<file path="config.mk">
export PLATFORM = sky130hd
export DESIGN_NAME = imem_fetch_ctrl
export DESIGN_NICKNAME = d
export VERILOG_FILES = /design/src/rtl/imem_fetch_ctrl.sv
export SDC_FILE = /design/constraint.sdc
export NUM_CORES = 1
export LEC_CHECK = 0
export CAP_MARGIN = 20
export CORE_ASPECT_RATIO = 1.2
export CORE_MARGIN = 1
export CORE_UTILIZATION = 45
export DETAILED_ROUTE_END_ITERATION = 10
export GPL_TIMING_DRIVEN = 0
export PLACE_DENSITY = 0.8
export SYNTH_ARGS = -nofsm -noshare
export SYNTH_HDL_FRONTEND = slang
export SYNTH_SLANG_ARGS = --single-unit
export TNS_END_PERCENT = 10
</file>
<file path="constraint.sdc">
create_clock -name clk -period 5.4 [get_ports clk]
set_clock_uncertainty 0.2 [all_clocks]
set_input_delay 1.08 -clock clk [delete_from_list [all_inputs] [get_ports clk]]
set_output_delay 1.08 -clock clk [all_outputs]
set_load 0.005 [all_outputs]
</file>
<file path="src/rtl/imem_fetch_ctrl.sv">
// Instruction fetch controller: IDLE/FETCH/HALTED sequencer, 1-cycle-latency memory
// reads, 2-entry (output + skid) buffer. Optional perf counters under FETCH_PERF_CNT_EN.
module imem_fetch_ctrl #(
  parameter logic [31:0] RESET_PC   = 32'h0000_0000,
  parameter int unsigned IMEM_DEPTH = 1024
) (
  input  logic        clk,
  input  logic        rst_n,
  input  logic        start_i,
  input  logic        halt_i,
  input  logic        redirect_i,
  input  logic [31:0] redirect_pc_i,
  output logic        mem_rd_en_o,
  output logic [31:0] mem_addr_o,
  input  logic [31:0] mem_instr_i,
  output logic        valid_o,
  input  logic        ready_i,
  output logic [31:0] instr_o,
  output logic [31:0] pc_o
`ifdef FETCH_PERF_CNT_EN
  ,
  output logic [31:0] fetch_cnt_o,
  output logic [31:0] stall_cnt_o
`endif
);

  localparam int AW = $clog2(IMEM_DEPTH);

  typedef enum logic [1:0] {
    S_IDLE,
    S_FETCH,
    S_HALTED
  } state_t;

  state_t      r_state;
  logic [31:0] r_pc;
  logic        r_inflight;
  logic [31:0] r_inflight_pc;
  logic        r_out_valid;
  logic [31:0] r_out_instr;
  logic [31:0] r_out_pc;
  logic        r_skid_valid;
  logic [31:0] r_skid_instr;
  logic [31:0] r_skid_pc;

  logic w_accept;
  logic w_room;
  logic w_issue;

  assign w_accept = r_out_valid & ready_i;

  // A read issued now lands next cycle whatever decode does, so it must already have
  // a guaranteed slot: skid empty, and not (output held + another read landing now).
  assign w_room  = !r_skid_valid && !(r_inflight && r_out_valid && !w_accept);
  assign w_issue = (r_state == S_FETCH) && !halt_i && !redirect_i && w_room;

  assign mem_rd_en_o = w_issue;
  assign mem_addr_o  = {{(32-AW){1'b0}}, r_pc[AW+1:2]};
  assign valid_o     = r_out_valid;
  assign instr_o     = r_out_instr;
  assign pc_o        = r_out_pc;

  always_ff @(posedge clk or negedge rst_n) begin
    if (!rst_n) begin
      r_state       <= S_IDLE;
      r_pc          <= RESET_PC;
      r_inflight    <= 1'b0;
      r_inflight_pc <= 32'd0;
      r_out_valid   <= 1'b0;
      r_out_instr   <= 32'd0;
      r_out_pc      <= 32'd0;
      r_skid_valid  <= 1'b0;
      r_skid_instr  <= 32'd0;
      r_skid_pc     <= 32'd0;
    end else begin
      case (r_state)
        S_IDLE:   if (start_i) r_state <= S_FETCH;
        S_FETCH:  if (halt_i) r_state <= S_HALTED;
        S_HALTED: if (!halt_i) r_state <= S_FETCH;
        default:  r_state <= S_IDLE;
      endcase

      if (redirect_i) begin
        // Anything buffered or returning belongs to the old path; an accept this
        // cycle has already been consumed by decode.
        r_pc         <= redirect_pc_i & 32'hFFFF_FFFC;
        r_inflight   <= 1'b0;
        r_out_valid  <= 1'b0;
        r_skid_valid <= 1'b0;
      end else begin
        r_inflight <= w_issue;
        if (w_issue) begin
          r_pc          <= r_pc + 32'd4;
          r_inflight_pc <= r_pc;
        end

        if (w_accept && r_skid_valid) begin
          r_out_instr <= r_skid_instr;
          r_out_pc    <= r_skid_pc;
          if (r_inflight) begin
            r_skid_instr <= mem_instr_i;
            r_skid_pc    <= r_inflight_pc;
          end else begin
            r_skid_valid <= 1'b0;
          end
        end else if (w_accept || !r_out_valid) begin
          r_out_valid <= r_inflight;
          if (r_inflight) begin
            r_out_instr <= mem_instr_i;
            r_out_pc    <= r_inflight_pc;
          end
        end else if (r_inflight) begin
          r_skid_valid <= 1'b1;
          r_skid_instr <= mem_instr_i;
          r_skid_pc    <= r_inflight_pc;
        end
      end
    end
  end

`ifdef FETCH_PERF_CNT_EN
  logic [31:0] r_fetch_cnt;
  logic [31:0] r_stall_cnt;

  always_ff @(posedge clk or negedge rst_n) begin
    if (!rst_n) begin
      r_fetch_cnt <= 32'd0;
      r_stall_cnt <= 32'd0;
    end else begin
      if (w_issue) r_fetch_cnt <= r_fetch_cnt + 32'd1;
      if (r_out_valid && !ready_i) r_stall_cnt <= r_stall_cnt + 32'd1;
    end
  end

  assign fetch_cnt_o = r_fetch_cnt;
  assign stall_cnt_o = r_stall_cnt;
`else
  // Counters compiled out: no perf ports or state in this build.
`endif

endmodule

</file>
Word-level counts from Yosys, hierarchy flattened

Cells that the tools add are included.

Add/sub/neg operators: 1
Eq/ne operators: 9
Muxes and demuxes: 27
Bitwise logic cells: 2
Reduce and logical (&&, ||, !) cells: 26

Operators by type and width:

| kind                                           | count |
|---|---|
| 2-to-1 mux 32 bit                              | 14 |
| adder 32 x 3 -> 32 bit (second input constant) | 1 |
| inequality test 2 bit (second input constant)  | 5 |
| 2-to-1 mux 1 bit                               | 9 |
| AND reduction 3 bit                            | 3 |
| nonzero test 2 bit                             | 4 |
| logical AND 1 bit                              | 7 |
| logical NOT 1 bit                              | 6 |
| 2-to-1 mux 2 bit                               | 3 |
| inequality test 3 bit (second input constant)  | 2 |
| case mux 2 bit (3 select lines)                | 1 |
| AND reduction 2 bit                            | 3 |
| nonzero test 3 bit                             | 1 |
| == test 2 x 1 -> 1 bit (second input constant) | 1 |
| == test 2 bit (second input constant)          | 1 |
| logical NOT 2 bit                              | 1 |
| AND 1 bit                                      | 1 |
| logical OR 1 bit                               | 1 |
| NOT 1 bit                                      | 1 |

Register bits after elaboration: 197
Output and inout bits: 98
Word-level logic and storage cells: 75

Depth between registers and ports, before layout

Depth in word-level cells: 8
Depth in mapped cells: 7

Worst setup path before layout

OpenSTA, ideal clock, no wires.

Path type: input to output
Start: input halt_i
End: output mem_rd_en_o
Data arrival time: 2392 ps
Data required time: 4120 ps
Path slack: 1728 ps
Cell stages on the path: 5
Path buffers: 2
Cells stage by stage: or4b_4 a21oi_2 and2_1 buf_2 buf_4

Cells in the longest elaborated chain, start to end: 4

RTL lines:

| element                         | line | source |
|---|---|---|
| start, declared                 | 10   | `input logic halt_i,` |
| logical NOT 1 bit               | -    |  |
| logical AND 1 bit (3 in series) | 55   | `assign w_issue = (r_state == S_FETCH) && !halt_i && !redirect_i && w_room;` |
| end, declared                   | 13   | `output logic mem_rd_en_o,` |

No other way between the ends.

Worst setup path in the final report

Ends and elaborated chain as after synthesis.

==> metrics.yaml <==
power:
  leakage_uw: 0.00524
  power.density_mw_per_mm2: 427
  vdd_drop_max_v: 0.000211
global_route:
  grt_pass1_vias: 5995
  grt_max_degree: 107
  overflow: 0
  grt.total_usage_pct: 20.2
  antenna_found_initial: 0
  grt_pass1_wl_um: 30500
synth:
  yosysWarnings: 0
  syn_area_sq_mm: 0.00842
  syn_area_per_cell_sq_um: 11.7
  synthCells: 720
  synthSimpleGateAreaFrac_pct: 9.74
  synth-seq-cells: 189
  synthAdderAreaFrac_pct: 0.149
  ys_seq_area_share_pct: 56.2
  synthMuxAreaShare_pct: 19.8
  synth-compound-area-share_pct: 6.17
  synth_top_family_by_area: "multiplexers"
  synth-xor-area-share_pct: 2.81
  yosysUniqueCellTypes: 35
sta:
  grt_setup_unrepaired: "false"
  period_needed_ns: 4.93
  setup_viol: 0
  clock.fmax_mhz: 203
  tightest_slew_ns: 0.823
  final_hold_viol_count: 0
  post-route-period-util_pct: 91.2
  whs_ns: 0.303
  relSlewSlack_pct: 45.1
  finalSetupTns_ns: 0
  report.final.slew_viol_count: 0
cells_and_area:
  final_common_cell: "dfrtp_1"
  seq_area_sq_mm: 0.00473
  nFillCells: 1504
  layout.nets: 975
  area_growth_pct: 28.4
  drive_gt1_share_pct: 18.2
  multiInputGateArea_sq_mm: 0.00334
  num_antenna_cells: 0
  final_cell_mix: "dfrtp_1 (189), clkdlybuf4s50_1 (139), mux2_2 (92), a21oi_1 (65), nor2_1 (65)"
critical_path:
  reg2reg_slack_ns: 2.56
  arrival_ns: 3.65
  reg2reg_to: "r_inflight_pc[7]"
  r2r_cells: 6
  worstPathRequired_ns: 4.12
  max_stage_delay_ns: 0.58
  cp_cell_sequence: "clkdlybuf4s50_1 > or4b_4 > a21oi_2 > and2_1 > buf_2 > buf_4 > clkdlybuf4s50_1"
  start_kind: "input pin"
  r2r_start: "r_skid_valid"
  crit_top_cell: "clkdlybuf4s50_1"
  critPathSlowestCell: "or4b_4"
  worst_setup_path_end_kind: "output pin"
  worst-path-max-fanout: 10
  crit_type: "input pin to output pin"
floorplanning:
  rows: 54
  die_w_um: 127
  die_area_sq_mm: 0.0193
  num_io_pins: 168
  core_area_sq_mm: 0.0182
  die_y_um: 152
  start_util_pct: 46.1
placed_design:
  port_buffers: 140
  finalWeightedCongestion: 0.795
  dp_hpwl_um: 13100
run:
  maxCapViolations: 0
routing:
  drt_drc_violations_left: 0
  drt_iter0_markers: 353
  drt-vias-per-instance: 5.15
  drt_wl_total_um: 18500
  first_pass_iters: 4
  drtAntennaViolNets: 0
  vias: 5869
  wl_per_cell_um: 16.2
min_path:
  hp-class: "register to register"
  worstHoldEndpoint: "r_skid_pc[26]"
  hold_depth: 1
  hp-start: "r_skid_pc[26]"
clock_network:
  cts_setup_buffers: 0
  cts_root_buf: "clkbuf_16"
  cts_buffers: 17
  cts_resized: 0
  clkLatencyLatePin_ns: 0.43
  path_clk_slew_ns: 0.06
  clockBufferDepth: 2
  hold_buffers: 0
  cts_sinks: 189
  cts_tree: "done"
  h-tree-depth: 4
status:
  outcome: "completed"
[area by class of cell]
class / count / share of cell area [%]
plain buffers: 73 / 3.79
well taps: 224 / 2.59
inverters: 5 / 0.174
multi-input cells: 476 / 31.0
repair buffers: 142 / 13.3
clock inverters: 11 / 1.25
flip-flops and latches: 189 / 43.8
clock buffers: 20 / 4.13
[through the flow]
| stage | utilization [%] | std cells | instance area, sq um | total power (uW) | setup slack, ns |
|---|---|---|---|---|---|
| global placement | 55.8 | 1107 | 10200 | 3360 | -4.71 |
| global route | 59.2 | 1140 | 10800 | 4890 | 0.364 |
| detailed placement | 56.0 | 1109 | 10200 | 3410 | 0.467 |
| CTS | 59.2 | 1140 | 10800 | 4670 | 0.465 |
| finish | 59.2 | 1140 | 10800 | 4620 | 0.475 |
| floorplan | - | 743 | 8500 | 2650 | 1.73 |
[Yosys cell counts (all sizes together)]
cell,number,area share [%]
o311ai,2,0.21
a41o,1,0.12
a21oi,66,4.0
nand3,14,0.83
xor2,15,1.6
nor4,5,0.37
clkbuf,26,1.2
and2,8,0.59
o211ai,1,0.089
nor4b,1,0.28
nor2b,2,0.15
ha,1,0.15
inv,5,0.22
and4b,1,0.13
and4,4,0.42
or3,1,0.074
mux2i,63,7.5
dfrtp,189,56
or4b,3,0.40
nand4,9,0.67
conb,1,0.045
nor3,4,0.24
buf,47,3.7
o21ai,30,1.8
xnor2,12,1.2
nor2,65,2.9
nand2,44,2.1
mux2,92,12
nand3b,2,0.18
and3,6,0.45
[registers in the layout (all words and copies together) (netlist names)]
register / flops
r_pc: 30
instr_o: 32
r_state: 2
pc_o: 30
r_inflight: 1
r_skid_pc: 30
r_skid_instr: 32
r_skid_valid: 1
r_inflight_pc: 30
valid_o: 1
[power by group]
part | internal [uW] | switching [uW]
clock network | 700 | 543
registers | 1830 | 269
logic | 801 | 475
[how the worst max path moves through the flow]
stage / startpoint / slack (ns) / endpoint
global route: halt_i / 0.36 / mem_rd_en_o
detailed placement: halt_i / 0.47 / mem_rd_en_o
floorplan: halt_i / 1.73 / mem_rd_en_o
CTS: halt_i / 0.46 / mem_rd_en_o
global placement: rst_n / -4.71 / pc_o[18]
finish: halt_i / 0.47 / mem_rd_en_o
[layer usage]
metal,global-route usage (%),up-vias,part of all wire [%]
met5,0,-,0
met4,7.09,0,1.8
met3,4.19,20,3.7
met2,33.7,134,50
met1,26.2,2903,45
li1,-,2812,-
[worst max-delay path, delay by kind of cell]
kind                   cells  cell delay [ns]
and+or+nand+nor            2             0.77
AOI/OAI and AO/OA          1             0.41
buffers and inverters      4             1.38
[kinds of logic after synthesis]
family          count (synthesis)
flops                         189
simple gates                  169
mux                           155
compound gates                100
buf+inv                        78
xor+xnor                       27
fa+ha+maj                       1
other cells                     1
(Power assumes the default switching activity.)
